<file path="config.mk">
export PLATFORM = sky130hd
export DESIGN_NAME = nn_argmax_seq
export DESIGN_NICKNAME = d
export VERILOG_FILES = /design/src/rtl/nn_argmax_pkg.sv /design/src/rtl/nn_cmp_select.sv /design/src/rtl/nn_argmax_seq.sv
export SDC_FILE = /design/constraint.sdc
export NUM_CORES = 2
export LEC_CHECK = 0
export BUFFER_PORTS_ARGS = -buffer_cell sky130_fd_sc_hd__buf_2
export CAP_MARGIN = 10
export CORE_AREA = 2 2 277 279
export CTS_BUF_LIST = sky130_fd_sc_hd__clkbuf_4 sky130_fd_sc_hd__clkbuf_8
export CTS_CLUSTER_SIZE = 30
export DETAILED_ROUTE_END_ITERATION = 16
export DIE_AREA = 0 0 279 281
export PLACE_DENSITY_LB_ADDON = 0.25
export SLEW_MARGIN = 15
export SYNTH_ARGS = -nofsm -noshare
export SYNTH_HDL_FRONTEND = slang
export SYNTH_SLANG_ARGS = --single-unit
</file>
<file path="constraint.sdc">
create_clock -name clk -period 6.4 [get_ports clk]
set_clock_uncertainty 0.1 [all_clocks]
set_input_delay 0.32 -clock clk [delete_from_list [all_inputs] [get_ports clk]]
set_output_delay 0.32 -clock clk [all_outputs]
set_load 0.01 [all_outputs]
</file>
<file path="src/rtl/nn_argmax_pkg.sv">
// Shared types and helpers for the sequential argmax classifier stage.
package nn_argmax_pkg;

  typedef enum logic [1:0] {
    ST_IDLE = 2'd0,
    ST_SCAN = 2'd1,
    ST_DONE = 2'd2
  } state_e;

  // Most negative two's-complement value of width w, sign-extended to 128 bits.
  function automatic logic [127:0] min_signed(input int w);
    return ~((128'd1 << (w - 1)) - 128'd1);
  endfunction

  function automatic int idx_width(input int n);
    return (n <= 2) ? 1 : $clog2(n);
  endfunction

endpackage

</file>
<file path="src/rtl/nn_cmp_select.sv">
// Single compare/select step of the argmax scan (combinational).
// Tracks the runner-up value when NN_ARGMAX_MARGIN_EN is defined.
module nn_cmp_select #(
  parameter int DATA_W = 64,
  parameter int IDX_W  = 4
) (
  input  logic signed [DATA_W-1:0] cand_val_i,
  input  logic        [IDX_W-1:0]  cand_idx_i,
  input  logic signed [DATA_W-1:0] best_val_i,
  input  logic        [IDX_W-1:0]  best_idx_i,
`ifdef NN_ARGMAX_MARGIN_EN
  input  logic signed [DATA_W-1:0] second_val_i,
  output logic signed [DATA_W-1:0] second_val_o,
`endif
  output logic signed [DATA_W-1:0] best_val_o,
  output logic        [IDX_W-1:0]  best_idx_o
);

  // Strict greater-than so ties keep the earlier (lower) index.
  always_comb begin
    best_val_o = best_val_i;
    best_idx_o = best_idx_i;
`ifdef NN_ARGMAX_MARGIN_EN
    second_val_o = second_val_i;
`endif
    if (cand_val_i > best_val_i) begin
      best_val_o = cand_val_i;
      best_idx_o = cand_idx_i;
`ifdef NN_ARGMAX_MARGIN_EN
      second_val_o = best_val_i;
`endif
    end else begin
`ifdef NN_ARGMAX_MARGIN_EN
      if (cand_val_i > second_val_i) begin
        second_val_o = cand_val_i;
      end else begin
        second_val_o = second_val_i;
      end
`endif
    end
  end

endmodule

</file>
<file path="src/rtl/nn_argmax_seq.sv">
// Sequential argmax over the network logits: snapshot on start, one compare per cycle.
// Optional best-minus-second margin output when NN_ARGMAX_MARGIN_EN is defined.
module nn_argmax_seq
  import nn_argmax_pkg::*;
#(
  parameter int NUM_CLASSES = 10,
  parameter int DATA_W      = 64,
  parameter int IDX_W       = idx_width(NUM_CLASSES)
) (
  input  logic                     clk,
  input  logic                     rstn,
  input  logic                     start,
  input  logic signed [DATA_W-1:0] logits [NUM_CLASSES],
  output logic                     busy,
  output logic                     done,
  output logic        [IDX_W-1:0]  class_idx,
`ifdef NN_ARGMAX_MARGIN_EN
  output logic        [DATA_W:0]   margin,
`endif
  output logic signed [DATA_W-1:0] max_logit
);

  localparam logic [IDX_W-1:0] LAST_IDX = IDX_W'(NUM_CLASSES - 1);

  state_e                   state_q, state_d;
  logic                     snap_load_s;
  logic signed [DATA_W-1:0] snap_q [NUM_CLASSES];
  logic        [IDX_W-1:0]  idx_q, idx_d;
  logic signed [DATA_W-1:0] best_val_q, best_val_d;
  logic        [IDX_W-1:0]  best_idx_q, best_idx_d;
  logic        [IDX_W-1:0]  class_idx_q, class_idx_d;
  logic signed [DATA_W-1:0] max_logit_q, max_logit_d;
  logic                     done_q, done_d;
  logic signed [DATA_W-1:0] cmp_val_s;
  logic        [IDX_W-1:0]  cmp_idx_s;
`ifdef NN_ARGMAX_MARGIN_EN
  localparam logic [127:0]             MIN_FULL = min_signed(DATA_W);
  localparam logic signed [DATA_W-1:0] MIN_VAL  = MIN_FULL[DATA_W-1:0];
  logic signed [DATA_W-1:0] second_val_q, second_val_d, cmp_second_s;
  logic        [DATA_W:0]   margin_q, margin_d;
`endif

  nn_cmp_select #(
    .DATA_W(DATA_W),
    .IDX_W (IDX_W)
  ) u_cmp (
    .cand_val_i  (snap_q[idx_q]),
    .cand_idx_i  (idx_q),
    .best_val_i  (best_val_q),
    .best_idx_i  (best_idx_q),
`ifdef NN_ARGMAX_MARGIN_EN
    .second_val_i(second_val_q),
    .second_val_o(cmp_second_s),
`endif
    .best_val_o  (cmp_val_s),
    .best_idx_o  (cmp_idx_s)
  );

  // Next-state and datapath control; results are published on the edge entering DONE.
  always_comb begin
    state_d     = state_q;
    snap_load_s = 1'b0;
    idx_d       = idx_q;
    best_val_d  = best_val_q;
    best_idx_d  = best_idx_q;
    class_idx_d = class_idx_q;
    max_logit_d = max_logit_q;
    done_d      = 1'b0;
`ifdef NN_ARGMAX_MARGIN_EN
    second_val_d = second_val_q;
    margin_d     = margin_q;
`endif
    case (state_q)
      ST_IDLE: begin
        if (start) begin
          snap_load_s = 1'b1;
          best_val_d  = logits[0];
          best_idx_d  = {IDX_W{1'b0}};
          idx_d       = IDX_W'(1);
`ifdef NN_ARGMAX_MARGIN_EN
          second_val_d = MIN_VAL;
`endif
          state_d     = ST_SCAN;
        end else begin
          state_d = ST_IDLE;
        end
      end
      ST_SCAN: begin
        best_val_d = cmp_val_s;
        best_idx_d = cmp_idx_s;
        idx_d      = idx_q + IDX_W'(1);
`ifdef NN_ARGMAX_MARGIN_EN
        second_val_d = cmp_second_s;
`endif
        if (idx_q == LAST_IDX) begin
          class_idx_d = cmp_idx_s;
          max_logit_d = cmp_val_s;
`ifdef NN_ARGMAX_MARGIN_EN
          margin_d = {cmp_val_s[DATA_W-1], cmp_val_s} - {cmp_second_s[DATA_W-1], cmp_second_s};
`endif
          state_d = ST_DONE;
        end else begin
          state_d = ST_SCAN;
        end
      end
      ST_DONE: begin
        done_d  = 1'b1;
        state_d = ST_IDLE;
      end
      default: begin
        state_d = ST_IDLE;
      end
    endcase
  end

  // State, snapshot and result registers.
  always_ff @(posedge clk or negedge rstn) begin
    if (!rstn) begin
      state_q     <= ST_IDLE;
      idx_q       <= {IDX_W{1'b0}};
      best_val_q  <= {DATA_W{1'b0}};
      best_idx_q  <= {IDX_W{1'b0}};
      class_idx_q <= {IDX_W{1'b0}};
      max_logit_q <= {DATA_W{1'b0}};
      done_q      <= 1'b0;
`ifdef NN_ARGMAX_MARGIN_EN
      second_val_q <= {DATA_W{1'b0}};
      margin_q     <= {(DATA_W + 1){1'b0}};
`endif
      for (int i = 0; i < NUM_CLASSES; i++) begin
        snap_q[i] <= {DATA_W{1'b0}};
      end
    end else begin
      state_q     <= state_d;
      idx_q       <= idx_d;
      best_val_q  <= best_val_d;
      best_idx_q  <= best_idx_d;
      class_idx_q <= class_idx_d;
      max_logit_q <= max_logit_d;
      done_q      <= done_d;
`ifdef NN_ARGMAX_MARGIN_EN
      second_val_q <= second_val_d;
      margin_q     <= margin_d;
`endif
      for (int i = 0; i < NUM_CLASSES; i++) begin
        if (snap_load_s) begin
          snap_q[i] <= logits[i];
        end else begin
          snap_q[i] <= snap_q[i];
        end
      end
    end
  end

  assign busy      = (state_q != ST_IDLE);
  assign done      = done_q;
  assign class_idx = class_idx_q;
  assign max_logit = max_logit_q;
`ifdef NN_ARGMAX_MARGIN_EN
  assign margin    = margin_q;
`endif

endmodule

</file>
==> Yosys cells after proc, flatten, opt, wreduce, memory -nomap -nowiden <==
Cells that the tools add are included.
{ "op_classes": {"n_mul": 0, "n_addsub": 1, "reduce_logical": 5, "shift": 0, "div": 0, "n_bitwise": 1, "n_mux": 17, "magnitude_cmp": 2, "n_eq_ne": 4} }
{ "op_table": {"columns": ["operator", "n"], "rows": [
  ["64-bit binary-select mux with 4-bit select", 1],
  ["64-bit 2-to-1 mux", 4],
  ["64-bit case mux with 2 select lines", 1],
  ["64-bit > comparator", 1],
  ["4-bit case mux with 2 select lines", 2],
  ["4-bit 2-to-1 mux", 3],
  ["5-bit >= comparator (second input constant)", 1],
  ["4-bit NOT with 5-bit output", 1],
  ["4-bit by 1-bit adder with 4-bit output (second input constant)", 1],
  ["4-bit == test (second input constant)", 1],
  ["1-bit 2-to-1 mux", 4],
  ["2-bit case mux with 2 select lines", 1],
  ["2-bit AND reduction", 2],
  ["2-bit nonzero test", 2],
  ["2-bit by 1-bit == test with 1-bit output (second input constant)", 1],
  ["2-bit == test (second input constant)", 1],
  ["2-bit zero test", 1],
  ["2-bit 2-to-1 mux", 1],
  ["2-bit != test (second input constant)", 1]
]} }
{ "totals": {"elab_cells": 47, "inputBits": 643, "latch_bits": 0, "out_inout_bits": 70, "ramBits": 0, "mem_bits_ro": 0, "register_bits": 783, "n_memories": 0} }

==> Depth between registers and ports, before layout <==
{ "depth": {"word_depth": 7, "ltp_mapped": 19, "depth_no_buf": 14} }

==> Modules after synthesis <==
A second synthesis with hierarchy kept.
{ "unflattened": {"cells_unflattened": 3919, "area_unflattened_um2": 37211.9} }
{ "by_module_without_submodules": {"columns": ["mod", "n_inst", "cells_each", "seq_area_each_um2", "area_each_um2"], "rows": [
  ["nn_argmax_seq", 1, 3614, 19593.8, 34747.1],
  ["nn_cmp_select", 1, 305, 0.0, 2464.9]
]} }

==> Least setup slack after synthesis <==
OpenSTA, ideal clock, no wires.
{ "synth_timing": {"path_type": "register -> register", "start": "reg idx_q[0]", "end": "reg best_val_q[57]", "required_time_ns": 6.174, "path_slack_ns": 1.863, "path_stages_with_launch": 18, "arrival_ns": 4.311, "cell_sequence": "dfrtp_1 -> clkbuf_1 -> buf_1 -> mux4_2 -> a221oi_1 -> a21oi_1 -> ha_1 -> nand4_1 -> or4_1 -> nor3_2 -> nand2b_1 -> o211ai_2 -> o31ai_2 -> and2_1 -> clkbuf_2 -> buf_6 -> buf_6 -> a221o_1"} }
{ "synth_between": {"elab_chain_cells": 7} }
{ "synth_lines": {"columns": ["item", "line_no", "text"], "rows": [
  ["from (decl)", "nn_argmax_seq.sv:28", "logic [IDX_W-1:0] idx_q, idx_d;"],
  ["from (signal assigned)", "nn_argmax_seq.sv:120", "idx_q <= {IDX_W{1'b0}};"],
  ["from (signal assigned)", "nn_argmax_seq.sv:135", "idx_q <= idx_d;"],
  ["4-bit NOT with 5-bit output (not written as such) *", "nn_argmax_seq.sv:47", ".cand_val_i (snap_q[idx_q]),"],
  ["64-bit binary-select mux with 4-bit select *", "nn_argmax_seq.sv:47", null],
  ["64-bit 2-to-1 mux (not written as such) * (2 in a row)", "nn_argmax_seq.sv:47", null],
  ["64-bit > comparator", "nn_cmp_select.sv:26", "if (cand_val_i > best_val_i) begin"],
  ["64-bit 2-to-1 mux *", "nn_cmp_select.sv:26", null],
  ["64-bit case mux with 2 select lines *", "nn_argmax_seq.sv:73", "case (state_q)"],
  ["to (signal assigned)", "nn_argmax_seq.sv:121", "best_val_q <= {DATA_W{1'b0}};"],
  ["to (signal assigned)", "nn_argmax_seq.sv:136", "best_val_q <= best_val_d;"],
  ["to (decl)", "nn_argmax_seq.sv:29", "logic signed [DATA_W-1:0] best_val_q, best_val_d;"]
]} }
Every way passes the cells marked *; elsewhere a longest branch is shown, timed or not. The select of a mux whose other input is x is not followed.
A chain may end at the register's enable or synchronous reset.

==> Worst setup path after layout <==
{ "layout_timing": {"start": "reg idx_q[0]", "end": "reg best_val_q[48]"} }
The elaborated chain is that of the path after synthesis.

==> results.yml <==
floorplanning:
  die_span_in_y_um: 281
  floorplan.initialDensity_pct: 48.3
  number_of_cell_rows: 101
  placeableCoreArea_um2: 75400
  die_area_um2: 78400
  die-width_um: 279
  i_o_pin_count: 713
global_route:
  grt_start_max_net_pins: 177
  grt.overflow.total: 0
  grt_antenna_before_repair: 20
  grtUsageTotal_pct: 34.6
  vias_in_the_first_global_route: 35823
  grt_first_pass_wirelength_mm: 207
clocking:
  tritoncts.num_buffers: 134
  cts.reportedPaths.clkPinSlew_ps: 60
  clock_tree.htree_level_count: 4
  tritoncts_num_sinks: 783
  cts.repair_timing.setup_buffer_count: 0
  clock_tree.root_cell: "sky130_fd_sc_hd__clkbuf_8"
  cts_tree: "done"
  cts-resized-gates: 0
  cts-root-to-sink-buffers: 3
  clk_latency_ps: 810
setup_path:
  critical_path_arrival_ps: 6020
  worstSetupPathType: "register to register"
  crit_fanout: 41
  reg2reg_to: "best_val_q[48]"
  setup.worst_path.start_class: "register"
  rr_startpoint: "idx_q[0]"
  regToRegSetupSlack_ps: 970
  endpoint_kind_of_the_worst_setup_timing_path: "register"
  worst-r2r-cell-count: 15
  timing.critical_path.required_ps: 6990
  critical_path.startpoint: "idx_q[0]"
routing:
  drc: 0
  drtPass1Iterations: 6
  detail_route.wirelength_mm: 135
  routedWlPerCell_um: 21.9
  detail_route.vias_per_cell: 5.65
  route.antenna.remaining_nets: 0
  drt-initial-drc-count: 3955
  dr_total_vias: 35019
yosys:
  yosysTopAreaCell: "sky130_fd_sc_hd__dfrtp_1"
  post_synthesis_average_cell_area_um2: 9.49
  synthFlopType: "sky130_fd_sc_hd__dfrtp_1"
  synthesis.area_um2: 36500
  netlist_instances: 3841
  ys.warnings.count: 0
  synthTopCellsByArea: "sky130_fd_sc_hd__dfrtp_1, sky130_fd_sc_hd__nand2_1, sky130_fd_sc_hd__mux4_2"
  synth.distinct_cells: 43
  synth_top_area_share_pct: 53.7
  ys_seq_elements: 783
  synth_enable_flop_cells: 0
  sequential_to_total_area_share_from_yosys_stat_pct: 53.7
  ys_async_sr_fraction_pct: 100
  synth_nets: 4550
sta:
  final.setup.tns_ps: 0
  fmaxAchievable_mhz: 184
  rsz_0062_raised_after_global_routing: "no"
  worst_rel_slew_slack_pct: 31.9
  setup_viol_count_final: 0
  timing_worst_slew_pin_value_ps: 1020
  slew_viol_final: 0
  finalWorstPathRequiredPeriod_ps: 5430
  final_number_of_hold_violating_endpoints: 0
  layout_worst_path_cycle_share_pct: 84.8
pwr:
  power.static_leakage_nw: 26.0
  p_total_mw: 26.0
  vdd.ir_drop.worst_mv: 1.26
  cellPowerDensity_nw_per_um2: 518
cells_and_area:
  multiInputGateArea_um2: 15600
  ff_latch_area_um2: 19600
  layout_common_cells: "sky130_fd_sc_hd__nand2_1, sky130_fd_sc_hd__dfrtp_1, sky130_fd_sc_hd__buf_2"
  n_fill_cell: 5429
  layout_commonest_cell: "sky130_fd_sc_hd__nand2_1"
  final_nets: 5817
  area_delta_synth_final_pct: 37.3
  layout_cell_share_with_drive_strength_beyond_1_pct: 23.0
placement:
  numPortBuffers: 712
  half_perimeter_wire_length_after_detailed_placement_mm: 80.8
  gpl.final_weighted_congestion: 0.882
outcome:
  result_of_the_run: "completed"
run:
  drv.max_cap_violation_count: 0
worst_hold_path:
  holdCritPathClass: "primary input to asynchronous set/reset pin"
==> worst max-delay path by stage <==
stage	slack [ps]	to	cells past startpoint
6_report	970	best_val_q[48]	15
5_1_grt	590	best_val_q[19]	15
4_1_cts	850	best_val_q[19]	15
3_5_place_dp	870	best_val_q[19]	15
3_3_place_gp	1030	best_val_q[59]	15
2_1_floorplan	1860	best_val_q[57]	17
==> repair_timing <==
item	in CTS	in global routing
hold buffers	641	0
endpoints found under the hold margin	809	0
endpoints found under the setup margin	0	0
==> power by group <==
group | total (mW) | leakage [nW] | switching, mW | internal (mW)
clock network | 4.77 | 1.48 | 2.12 | 2.65
registers | 8.88 | 9.76 | 1.56 | 7.32
logic | 12.3 | 14.7 | 7.20 | 5.12
total | 26.0 | 26.0 | 10.9 | 15.1
==> routing by layer <==
layer | vias to the layer above | global-route usage, % | share of wire (%)
met5 | - | 0 | 0.027
met4 | 6 | 22.7 | 6.9
met3 | 619 | 8.20 | 8.9
met2 | 2146 | 52.3 | 45
met1 | 16827 | 44.7 | 39
li1 | 15421 | - | -
==> critical path, stage by stage (launching register included) <==
cell	delay (ps)
sky130_fd_sc_hd__dfrtp_4	660
sky130_fd_sc_hd__buf_12	290
sky130_fd_sc_hd__buf_4	260
sky130_fd_sc_hd__mux4_2	530
sky130_fd_sc_hd__nand2_1	110
sky130_fd_sc_hd__a21oi_1	160
sky130_fd_sc_hd__ha_1	350
sky130_fd_sc_hd__nand4_1	170
sky130_fd_sc_hd__or4_1	630
sky130_fd_sc_hd__nor3_2	440
sky130_fd_sc_hd__nand2b_1	130
sky130_fd_sc_hd__o211ai_2	100
sky130_fd_sc_hd__o31ai_4	140
sky130_fd_sc_hd__a21oi_4	680
sky130_fd_sc_hd__buf_12	350
sky130_fd_sc_hd__a221o_1	200
==> per-stage QoR <==
| stage | instances | area [µm²] | util [%] | setup slack (ps) | hold slack [ps] |
|---|---|---|---|---|---|
| 2_1_floorplan | 3841 | 36500 | - | 1860 | -75.6 |
| 3_3_place_gp | 5309 | 40800 | 54.1 | 1030 | 351 |
| 3_5_place_dp | 5309 | 40800 | 54.1 | 874 | 357 |
| 4_1_cts | 6177 | 50000 | 66.3 | 853 | 79.8 |
| 5_1_grt | 6191 | 50100 | 66.4 | 588 | 122 |
| 6_report | 6193 | 50100 | 66.4 | 975 | 142 |
==> sequential cells by signal (all words and copies together) (netlist names) <==
name	cells
snap_q	640
state_q	2
max_logit	64
best_idx_q	4
best_val_q	64
done	1
idx_q	4
class_idx	4
==> logic make-up (layout without fill, tap and decap cells) <==
| family | count (synthesis) | in the layout | synth area share, % |
|---|---|---|---|
| compound gates | 387 | 387 | 8.13 |
| xor+xnor | 1 | 1 | 0.0240 |
| fa+ha+maj | 66 | 66 | 2.26 |
| buf+inv | 343 | 1701 | 3.69 |
| flops | 783 | 783 | 53.7 |
| mux | 195 | 195 | 9.96 |
| other cells | 0 | 16 | 0 |
| simple gates | 2066 | 2066 | 22.2 |
==> synth_stat cells, types with 2 or more instances <==
cell type                  instances
sky130_fd_sc_hd__buf_2            19
sky130_fd_sc_hd__a21o_1           68
sky130_fd_sc_hd__nand4_1          15
sky130_fd_sc_hd__ha_1             66
sky130_fd_sc_hd__mux2i_1           3
sky130_fd_sc_hd__buf_1            19
sky130_fd_sc_hd__or4_1             2
sky130_fd_sc_hd__o211ai_1          2
sky130_fd_sc_hd__nor4_1            2
sky130_fd_sc_hd__buf_6             3
sky130_fd_sc_hd__nand2b_1          3
sky130_fd_sc_hd__dfrtp_1         783
sky130_fd_sc_hd__nor2_1           10
sky130_fd_sc_hd__o21ai_1          13
sky130_fd_sc_hd__a221oi_1         67
sky130_fd_sc_hd__clkbuf_1        228
sky130_fd_sc_hd__and2_1            2
sky130_fd_sc_hd__nand3_1          74
sky130_fd_sc_hd__mux4_2          128
sky130_fd_sc_hd__a21oi_1          91
sky130_fd_sc_hd__o311ai_1         63
sky130_fd_sc_hd__o21ai_0          10
sky130_fd_sc_hd__nor3_1            2
sky130_fd_sc_hd__and3_1           64
sky130_fd_sc_hd__inv_1            70
sky130_fd_sc_hd__buf_4             3
sky130_fd_sc_hd__a221o_1          64
sky130_fd_sc_hd__nand2_1        1886
sky130_fd_sc_hd__nor2b_1           4
sky130_fd_sc_hd__mux2_2           64
==> layout make-up <==
| type | count | share of cell area (%) |
|---|---|---|
| clock buffers | 213 | 5.28 |
| diodes | 16 | 0.0800 |
| clock inverters | 14 | 0.257 |
| repair buffers | 1404 | 21.2 |
| multi-input cells | 2715 | 31.1 |
| flip-flops and latches | 783 | 39.2 |
| inverters | 70 | 0.532 |
| well taps | 978 | 2.44 |
No activity file was read; power rests on OpenSTA's default activity.
